--- src/rtl/dmem_arb_pkg.sv ---
// Shared types and constants for the two-port DataMemory arbiter.
// DMEM_ARB_ROUND_ROBIN_EN selects round-robin instead of fixed priority.
package dmem_arb_pkg;

  typedef enum logic [1:0] {
    IDLE  = 2'd0,
    ISSUE = 2'd1,
    RESP  = 2'd2
  } arb_state_t;

  localparam int unsigned NUM_PORTS = 2;
  localparam logic        PORT_CPU  = 1'b0;
  localparam logic        PORT_DBG  = 1'b1;

  // One-hot grant to port index; only the debug bit distinguishes the two ports
  function automatic logic grant_to_port(input logic [NUM_PORTS-1:0] grant);
    return grant[PORT_DBG];
  endfunction

endpackage

--- src/rtl/dmem_arb_picker.sv ---
// Winner selection between the two request ports.
// DMEM_ARB_ROUND_ROBIN_EN: i_ptr is the last granted port and loses ties.
module dmem_arb_picker
  import dmem_arb_pkg::*;
(
  input  logic [NUM_PORTS-1:0] i_valid,
  input  logic                 i_ptr,
  output logic [NUM_PORTS-1:0] o_grant
);

`ifdef DMEM_ARB_ROUND_ROBIN_EN
  // Tie goes to the port that was not granted last
  always_comb begin
    o_grant = 2'b00;
    if (i_valid == 2'b11) begin
      if (i_ptr == PORT_CPU) begin
        o_grant = 2'b10;
      end else begin
        o_grant = 2'b01;
      end
    end else begin
      o_grant = i_valid;
    end
  end
`else
  logic w_unused_ptr;
  assign w_unused_ptr = i_ptr;

  // Fixed priority: CPU port always wins
  always_comb begin
    o_grant = 2'b00;
    if (i_valid[PORT_CPU]) begin
      o_grant[PORT_CPU] = 1'b1;
    end else begin
      o_grant[PORT_DBG] = i_valid[PORT_DBG];
    end
  end
`endif

endmodule

--- src/rtl/dmem_arbiter.sv ---
// Two-port arbiter/sequencer for the single-ported DataMemory: IDLE -> ISSUE -> RESP.
// Build option DMEM_ARB_ROUND_ROBIN_EN enables round-robin arbitration.
module dmem_arbiter
  import dmem_arb_pkg::*;
#(
  parameter int ADDR_W = 32,
  parameter int DATA_W = 32
) (
  input  logic              clk,
  input  logic              rst_n,
  input  logic              req_valid_0,
  output logic              req_ready_0,
  input  logic              req_we_0,
  input  logic [ADDR_W-1:0] req_addr_0,
  input  logic [DATA_W-1:0] req_wdata_0,
  output logic              rsp_valid_0,
  output logic [DATA_W-1:0] rsp_rdata_0,
  input  logic              req_valid_1,
  output logic              req_ready_1,
  input  logic              req_we_1,
  input  logic [ADDR_W-1:0] req_addr_1,
  input  logic [DATA_W-1:0] req_wdata_1,
  output logic              rsp_valid_1,
  output logic [DATA_W-1:0] rsp_rdata_1,
  output logic [ADDR_W-1:0] mem_address,
  output logic [DATA_W-1:0] mem_write_data,
  output logic              mem_write_enable,
  output logic              mem_read_enable,
  input  logic [DATA_W-1:0] mem_read_data
);

  arb_state_t           r_state;
  arb_state_t           w_state_nxt;
  logic [NUM_PORTS-1:0] w_valid;
  logic [NUM_PORTS-1:0] w_grant;
  logic                 w_hs;
  logic                 w_hs_port;
  logic                 w_ptr;

  logic                 r_owner;
  logic                 r_we;
  logic [ADDR_W-1:0]    r_addr;
  logic [DATA_W-1:0]    r_wdata;

  logic                 r_rsp_valid_0;
  logic                 r_rsp_valid_1;
  logic [DATA_W-1:0]    r_rsp_rdata_0;
  logic [DATA_W-1:0]    r_rsp_rdata_1;

  assign w_valid   = {req_valid_1, req_valid_0};
  assign w_hs      = (r_state == IDLE) && (|w_grant);
  assign w_hs_port = grant_to_port(w_grant);

  dmem_arb_picker u_picker (
    .i_valid (w_valid),
    .i_ptr   (w_ptr),
    .o_grant (w_grant)
  );

`ifdef DMEM_ARB_ROUND_ROBIN_EN
  logic r_last_grant;

  // Last-grant pointer, moves only on an accepted request
  always_ff @(posedge clk or negedge rst_n) begin
    if (!rst_n) begin
      r_last_grant <= 1'b0;
    end else if (w_hs) begin
      r_last_grant <= w_hs_port;
    end else begin
      r_last_grant <= r_last_grant;
    end
  end

  assign w_ptr = r_last_grant;
`else
  assign w_ptr = 1'b0;
`endif

  // FSM state register
  always_ff @(posedge clk or negedge rst_n) begin
    if (!rst_n) begin
      r_state <= IDLE;
    end else begin
      r_state <= w_state_nxt;
    end
  end

  // FSM next-state logic; ISSUE and RESP each last exactly one cycle
  always_comb begin
    w_state_nxt = r_state;
    case (r_state)
      IDLE: begin
        if (w_hs) begin
          w_state_nxt = ISSUE;
        end else begin
          w_state_nxt = IDLE;
        end
      end
      ISSUE:   w_state_nxt = RESP;
      RESP:    w_state_nxt = IDLE;
      default: w_state_nxt = IDLE;
    endcase
  end

  // FSM outputs: ready only in IDLE, memory controls only in ISSUE
  always_comb begin
    req_ready_0      = 1'b0;
    req_ready_1      = 1'b0;
    mem_address      = '0;
    mem_write_data   = '0;
    mem_write_enable = 1'b0;
    mem_read_enable  = 1'b0;
    case (r_state)
      IDLE: begin
        req_ready_0 = w_grant[PORT_CPU];
        req_ready_1 = w_grant[PORT_DBG];
      end
      ISSUE: begin
        mem_address = r_addr;
        if (r_we) begin
          mem_write_enable = 1'b1;
          mem_write_data   = r_wdata;
        end else begin
          mem_read_enable  = 1'b1;
        end
      end
      default: begin
        req_ready_0 = 1'b0;
        req_ready_1 = 1'b0;
      end
    endcase
  end

  // Request latch, loaded from the winning port on the handshake edge
  always_ff @(posedge clk or negedge rst_n) begin
    if (!rst_n) begin
      r_owner <= 1'b0;
      r_we    <= 1'b0;
      r_addr  <= '0;
      r_wdata <= '0;
    end else if (w_hs) begin
      r_owner <= w_hs_port;
      if (w_hs_port == PORT_DBG) begin
        r_we    <= req_we_1;
        r_addr  <= req_addr_1;
        r_wdata <= req_wdata_1;
      end else begin
        r_we    <= req_we_0;
        r_addr  <= req_addr_0;
        r_wdata <= req_wdata_0;
      end
    end else begin
      r_owner <= r_owner;
      r_we    <= r_we;
      r_addr  <= r_addr;
      r_wdata <= r_wdata;
    end
  end

  // Response registers: read data captured at the end of ISSUE, pulse held for RESP only
  always_ff @(posedge clk or negedge rst_n) begin
    if (!rst_n) begin
      r_rsp_valid_0 <= 1'b0;
      r_rsp_valid_1 <= 1'b0;
      r_rsp_rdata_0 <= '0;
      r_rsp_rdata_1 <= '0;
    end else if (r_state == ISSUE) begin
      r_rsp_valid_0 <= (r_owner == PORT_CPU);
      r_rsp_valid_1 <= (r_owner == PORT_DBG);
      r_rsp_rdata_0 <= ((r_owner == PORT_CPU) && !r_we) ? mem_read_data : '0;
      r_rsp_rdata_1 <= ((r_owner == PORT_DBG) && !r_we) ? mem_read_data : '0;
    end else begin
      r_rsp_valid_0 <= 1'b0;
      r_rsp_valid_1 <= 1'b0;
      r_rsp_rdata_0 <= '0;
      r_rsp_rdata_1 <= '0;
    end
  end

  assign rsp_valid_0 = r_rsp_valid_0;
  assign rsp_valid_1 = r_rsp_valid_1;
  assign rsp_rdata_0 = r_rsp_rdata_0;
  assign rsp_rdata_1 = r_rsp_rdata_1;

endmodule
--- config.mk ---
export PLATFORM = sky130hd
export DESIGN_NAME = dmem_arbiter
export DESIGN_NICKNAME = d
export VERILOG_FILES = /design/src/rtl/dmem_arb_pkg.sv /design/src/rtl/dmem_arb_picker.sv /design/src/rtl/dmem_arbiter.sv
export SDC_FILE = /design/constraint.sdc
export NUM_CORES = 1
export LEC_CHECK = 0
export CAP_MARGIN = 5
export CELL_PAD_IN_SITES_DETAIL_PLACEMENT = 0
export CELL_PAD_IN_SITES_GLOBAL_PLACEMENT = 1
export CORE_AREA = 4 4 197 103
export DETAILED_ROUTE_END_ITERATION = 8
export DIE_AREA = 0 0 201 107
export PLACE_DENSITY_LB_ADDON = 0.2
export SLEW_MARGIN = 20
export SYNTH_ARGS = -nofsm -noshare
export SYNTH_HDL_FRONTEND = slang
export SYNTH_SLANG_ARGS = --single-unit
--- constraint.sdc ---
create_clock -name clk -period 2.75 [get_ports clk]
set_clock_uncertainty 0.05 [all_clocks]
set_input_delay 0.55 -clock clk [delete_from_list [all_inputs] [get_ports clk]]
set_output_delay 0.55 -clock clk [all_outputs]
set_load 0.02 [all_outputs]
=== Word-level counts from Yosys, hierarchy flattened ===
Cells that the tools add are included.

* Flip-flop bits (word level): 134
* Output and inout port bits: 134

* Equality and inequality tests: 1
* Muxes and demuxes: 22
* Bitwise logic cells: 1
* Reduce and logical (&&, ||, !) cells: 6

{| class="wikitable"
|+ Operator list
! operator !! count
|-
| 2-to-1 mux 32 bit || 9
|-
| 2-to-1 mux 1 bit || 12
|-
| case mux 2 bit (2 select lines) || 1
|-
| logical AND 1 bit || 3
|-
| == test 2 x 1 -> 1 bit, second input constant || 1
|-
| zero test 2 bit || 1
|-
| OR reduction 2 bit || 1
|-
| zero test 1 bit || 1
|-
| inverter 1 bit || 1
|}

=== Depth between registers and ports, before layout ===
* Word-level depth: 5
* Mapped depth: 5
* Gate-level depth less buffers: 3

=== Modules after synthesis ===
From an unflattened synthesis, not the netlist that was laid out.

* Cells, all modules: 440
* Area, all modules: 6080.8 µm²

{| class="wikitable"
|+ By module, submodules not included
! module !! times used !! cells each !! area an instance (µm²) !! sequential area each (µm²)
|-
| dmem_arbiter || 1 || 438 || 6059.6 || 3353.2
|-
| dmem_arb_picker || 1 || 2 || 21.3 || 0.0
|}

=== Least setup slack after synthesis ===
Ideal clock, no wire load.

* Path kind: in2out
* From: input req_valid_0
* To: output req_ready_1
* Data arrival time: 1.426 ns
* Data required time: 2.150 ns
* Setup slack: 0.724 ns
* Cell stages on the path: 4
* Cells stage by stage: nand2b_4 -> buf_6 -> buf_6 -> nor3_1

* Word-level cells in the longest chain between the ends: 2

{| class="wikitable"
|+ RTL lines
! element !! line !! text
|-
| start: declaration || dmem_arbiter.sv:11 || <nowiki>input logic req_valid_0,</nowiki>
|-
| 2-to-1 mux 1 bit || dmem_arb_picker.sv:32 || <nowiki>if (i_valid[PORT_CPU]) begin</nowiki>
|-
| 2-to-1 mux 1 bit || dmem_arbiter.sv:113 || <nowiki>case (r_state)</nowiki>
|-
| end: declaration || dmem_arbiter.sv:19 || <nowiki>output logic req_ready_1,</nowiki>
|}

Every way passes these cells.

=== Worst setup path in the final report ===
* From: register r_state[1]
* To: output mem_address[13]

* Word-level cells in the longest chain between the ends: 2

{| class="wikitable"
|+ RTL lines
! element !! line !! text
|-
| start: declaration || dmem_arbiter.sv:32 || <nowiki>arb_state_t r_state;</nowiki>
|-
| start signal: assignment || dmem_arbiter.sv:84 || <nowiki>r_state <= w_state_nxt;</nowiki>
|-
| == test 2 x 1 -> 1 bit || dmem_arbiter.sv:113 ||
|-
| 2-to-1 mux 32 bit || dmem_arbiter.sv:113 ||
|-
| end: declaration || dmem_arbiter.sv:25 || <nowiki>output logic [ADDR_W-1:0] mem_address,</nowiki>
|}

Every way passes these cells.

==> results by group <==
Status
  • Outcome: finished, final reports clean

Drt
  • Via count: about 4600
  • WL per Instance: between 15 and 20 um
  • Drt first pass iters: 4
  • Post-route ant nets: 0
  • DR iter-0 viols: ~130
  • Final wirelength: 18110 um
  • Drt drc: 0
  • Drt via density: about 4.6

Synthesis
  • Top post-synthesis cells by area: dfrtp_1, mux2_2, and3_1, mux2_4, and2_1
  • Synth Net Count: a little over 600
  • Count leader, synth: dfrtp_1
  • Cell variety after synth: 17
  • Leading area contributor after synthesis: dfrtp_1
  • Yosys top cell area share: 0.5538
  • Synthesis Warnings: 0
  • Number of synthesized flops with an enable pin: 0
  • Synth Register Bits: 134
  • Mapped Cells: approximately 450
  • Post-synth top cells: dfrtp_1, and3_1, mux2_2, mux2_4, and2_1
  • Main flop type after synthesis: dfrtp_1
  • Fraction of registers with async set/reset: 1.000
  • Mapped cell area: about 6100 um^2
  • Register area share after synthesis: 0.5538
  • Syn avg cell area: between 10 and 15 um^2

Global routing
  • Gr usage total: 0.1627
  • Pin count of the biggest net entering global routing: 67
  • Vias in the first global route: a little under 5000
  • First-pass GRT wire length: between 20000 and 30000 um
  • Initial antenna violation count: 0
  • Grt ovf: 0

Clock network
  • Clock tree buffer depth: 2
  • Worst skew pair latency: around 400 ps
  • TritonCTS Buffers: 17
  • Clock transition at path regs: around 50 ps
  • Clk sink count: 134
  • H-tree Lvls: 4
  • Hold buffers post-CTS: 0
  • CTS tree: built
  • CTS Root Cell: clkbuf_16

Die
  • Core area: 18350 um^2
  • Area of the die: 21510 um^2
  • Die width: roughly 200 um
  • I/O Pins: 300
  • Site Rows: 35
  • Starting Density: 0.3300
  • Die Ht: 107 um

Power and ir drop
  • Power density cells: about 900 nW/um^2
  • Leak: roughly 5.3 nW
  • Max VDD drop: 626.2 uV

STA
  • Final min period: 2623 ps
  • Slew @ Worst Pin: roughly 470 ps
  • Tcrit/Tclk final: 0.9537
  • Final hold slack: roughly 1.2 ps
  • Max Fclk: around 0.38 GHz
  • Max Slew Vio Count: 0
  • RSZ-0062 raised after global routing: no
  • Relative slew slack: 0.6868
  • Final setup violation count: 0
  • Fin. Hold Viols: 0

Placement
  • Placed cell count: 960
  • DP HPWL: 13000 um
  • Input/output buffers: around 300
  • GPL Wtd Cong: approximately 0.73

Worst setup path
  • CP Capture Type: output port
  • Kind of critical path: reg -> out
  • Arrival @ worst endpoint: about 2000 ps
  • Cells along the critical path: nand2b_1, inv_4, buf_12, and2_1, clkdlybuf4s50_1
  • Crit Path Max Fanout: 26
  • Startpoint types: register
  • Buf/Inv on CP: 3
  • CP max stage cell: clkdlybuf4s50_1
  • Worst Path Required: 2150 ps
  • Cell family with most CP delay: buffers and inverters
  • Slowest stage delay, CP: approximately 600 ps

Cells and area
  • Nets@finish: 909
  • Layout cell share with drive strength beyond 1: 0.2417
  • Diode count: 0
  • Finished Layout Cells: between 900 and 1000
  • Layout area overhead: 64.72%

Job
  • Max Cap Violations: 0

Min path
  • Hold/Removal Path Class: in -> async
## layout make-up
| type | instances | area (um^2) |
|---|---|---|
| fillers | 1614 | 8376 |
| flip-flops and latches | 134 | 3353 |
| repair buffers | 317 | 3277 |
| multi-input cells | 272 | 2499 |
| clock buffers | 20 | 456.7 |
| well taps | 240 | 300.3 |
| clock inverters | 9 | 81.33 |
| inverters | 1 | 6.256 |
## metal layers
layer | track usage | part of all wire
met2 | 0.2872 | 0.52
met5 | 0 | 0
met3 | 0.04442 | 0.051
met4 | 0.05005 | 0.018
met1 | 0.1958 | 0.41
## cells by family after synthesis
family          Yosys count  share of synthesized area
simple gates            140                     0.1436
mux                     130                     0.2660
compound gates            2                   0.002066
buf+inv                  39                    0.03451
flops                   134                     0.5538
## timing repair
item,CTS,global route
endpoints found under the setup margin,56,41
setup buffers,3,0
gates resized for setup,22,41
cloned,1,0
## flip-flops by register name, summed over array words and instances (netlist names)
register	count
rsp_valid_1	1
rsp_rdata_1	32
r_state	2
r_wdata	32
r_addr	32
r_owner	1
r_we	1
rsp_valid_0	1
rsp_rdata_0	32
## power by group
part / total (mW) / internal (mW) / switching (mW) / leakage [nW]
clock: 2.09 / 1.27 / 0.822 / 0.259
sequential: 2.89 / 2.63 / 0.263 / 1.71
combinational: 3.95 / 2.02 / 1.92 / 3.35
## final timing paths
kind                                             start                        end  slack, ps  cells after the start
worst min-delay path                             rst_n     r_addr[28]$_DFFE_PN0P_          1                      1
worst min register to register  r_addr[16]$_DFFE_PN0P_     r_addr[16]$_DFFE_PN0P_        440                      1
max in group asynchronous                        rst_n  rsp_rdata_1[28]$_DFF_PN0_       1940                      2
worst max-delay path              r_state[1]$_DFF_PN0_            mem_address[13]        130                      5
worst max register to register    r_state[0]$_DFF_PN0_     r_wdata[8]$_DFFE_PN0P_       1000                      4
min in group clk                r_addr[16]$_DFFE_PN0P_     r_addr[16]$_DFFE_PN0P_        440                      1
## per-stage QoR
stage	power [mW]	instance area, um^2	worst slack (ps)	util	setup TNS [ps]
after floorplan	5.147	6055	723.8	-	0
after global placement	6.886	9305	-34.36	0.5071	-34.36
after detailed placement	6.943	9305	-23.48	0.5071	-23.48
after CTS	9.117	9874	14.00	0.5382	0
after global routing	9.484	9973	0.9113	0.5435	0
final	8.927	9973	127.3	0.5435	0
## layout by cell type (no fill, tap or decap), types with 2 or more instances in the layout
| cell | synthesis | final |
|---|---|---|
| nor2_1 | 5 | 4 |
| clkdlybuf4s15_1 | 0 | 3 |
| clkbuf_8 | 0 | 2 |
| dlygate4sd2_1 | 0 | 18 |
| mux2_2 | 91 | 91 |
| clkinvlp_4 | 0 | 3 |
| mux2_4 | 39 | 39 |
| and2_1 | 35 | 35 |
| buf_12 | 0 | 4 |
| buf_4 | 5 | 13 |
| dfrtp_1 | 134 | 134 |
| clkinv_2 | 0 | 4 |
| clkdlybuf4s50_1 | 0 | 239 |
| and3_1 | 96 | 96 |
| dlymetal6s2s_1 | 0 | 38 |
| clkbuf_16 | 0 | 17 |
Power figures use the tool's default switching activity.
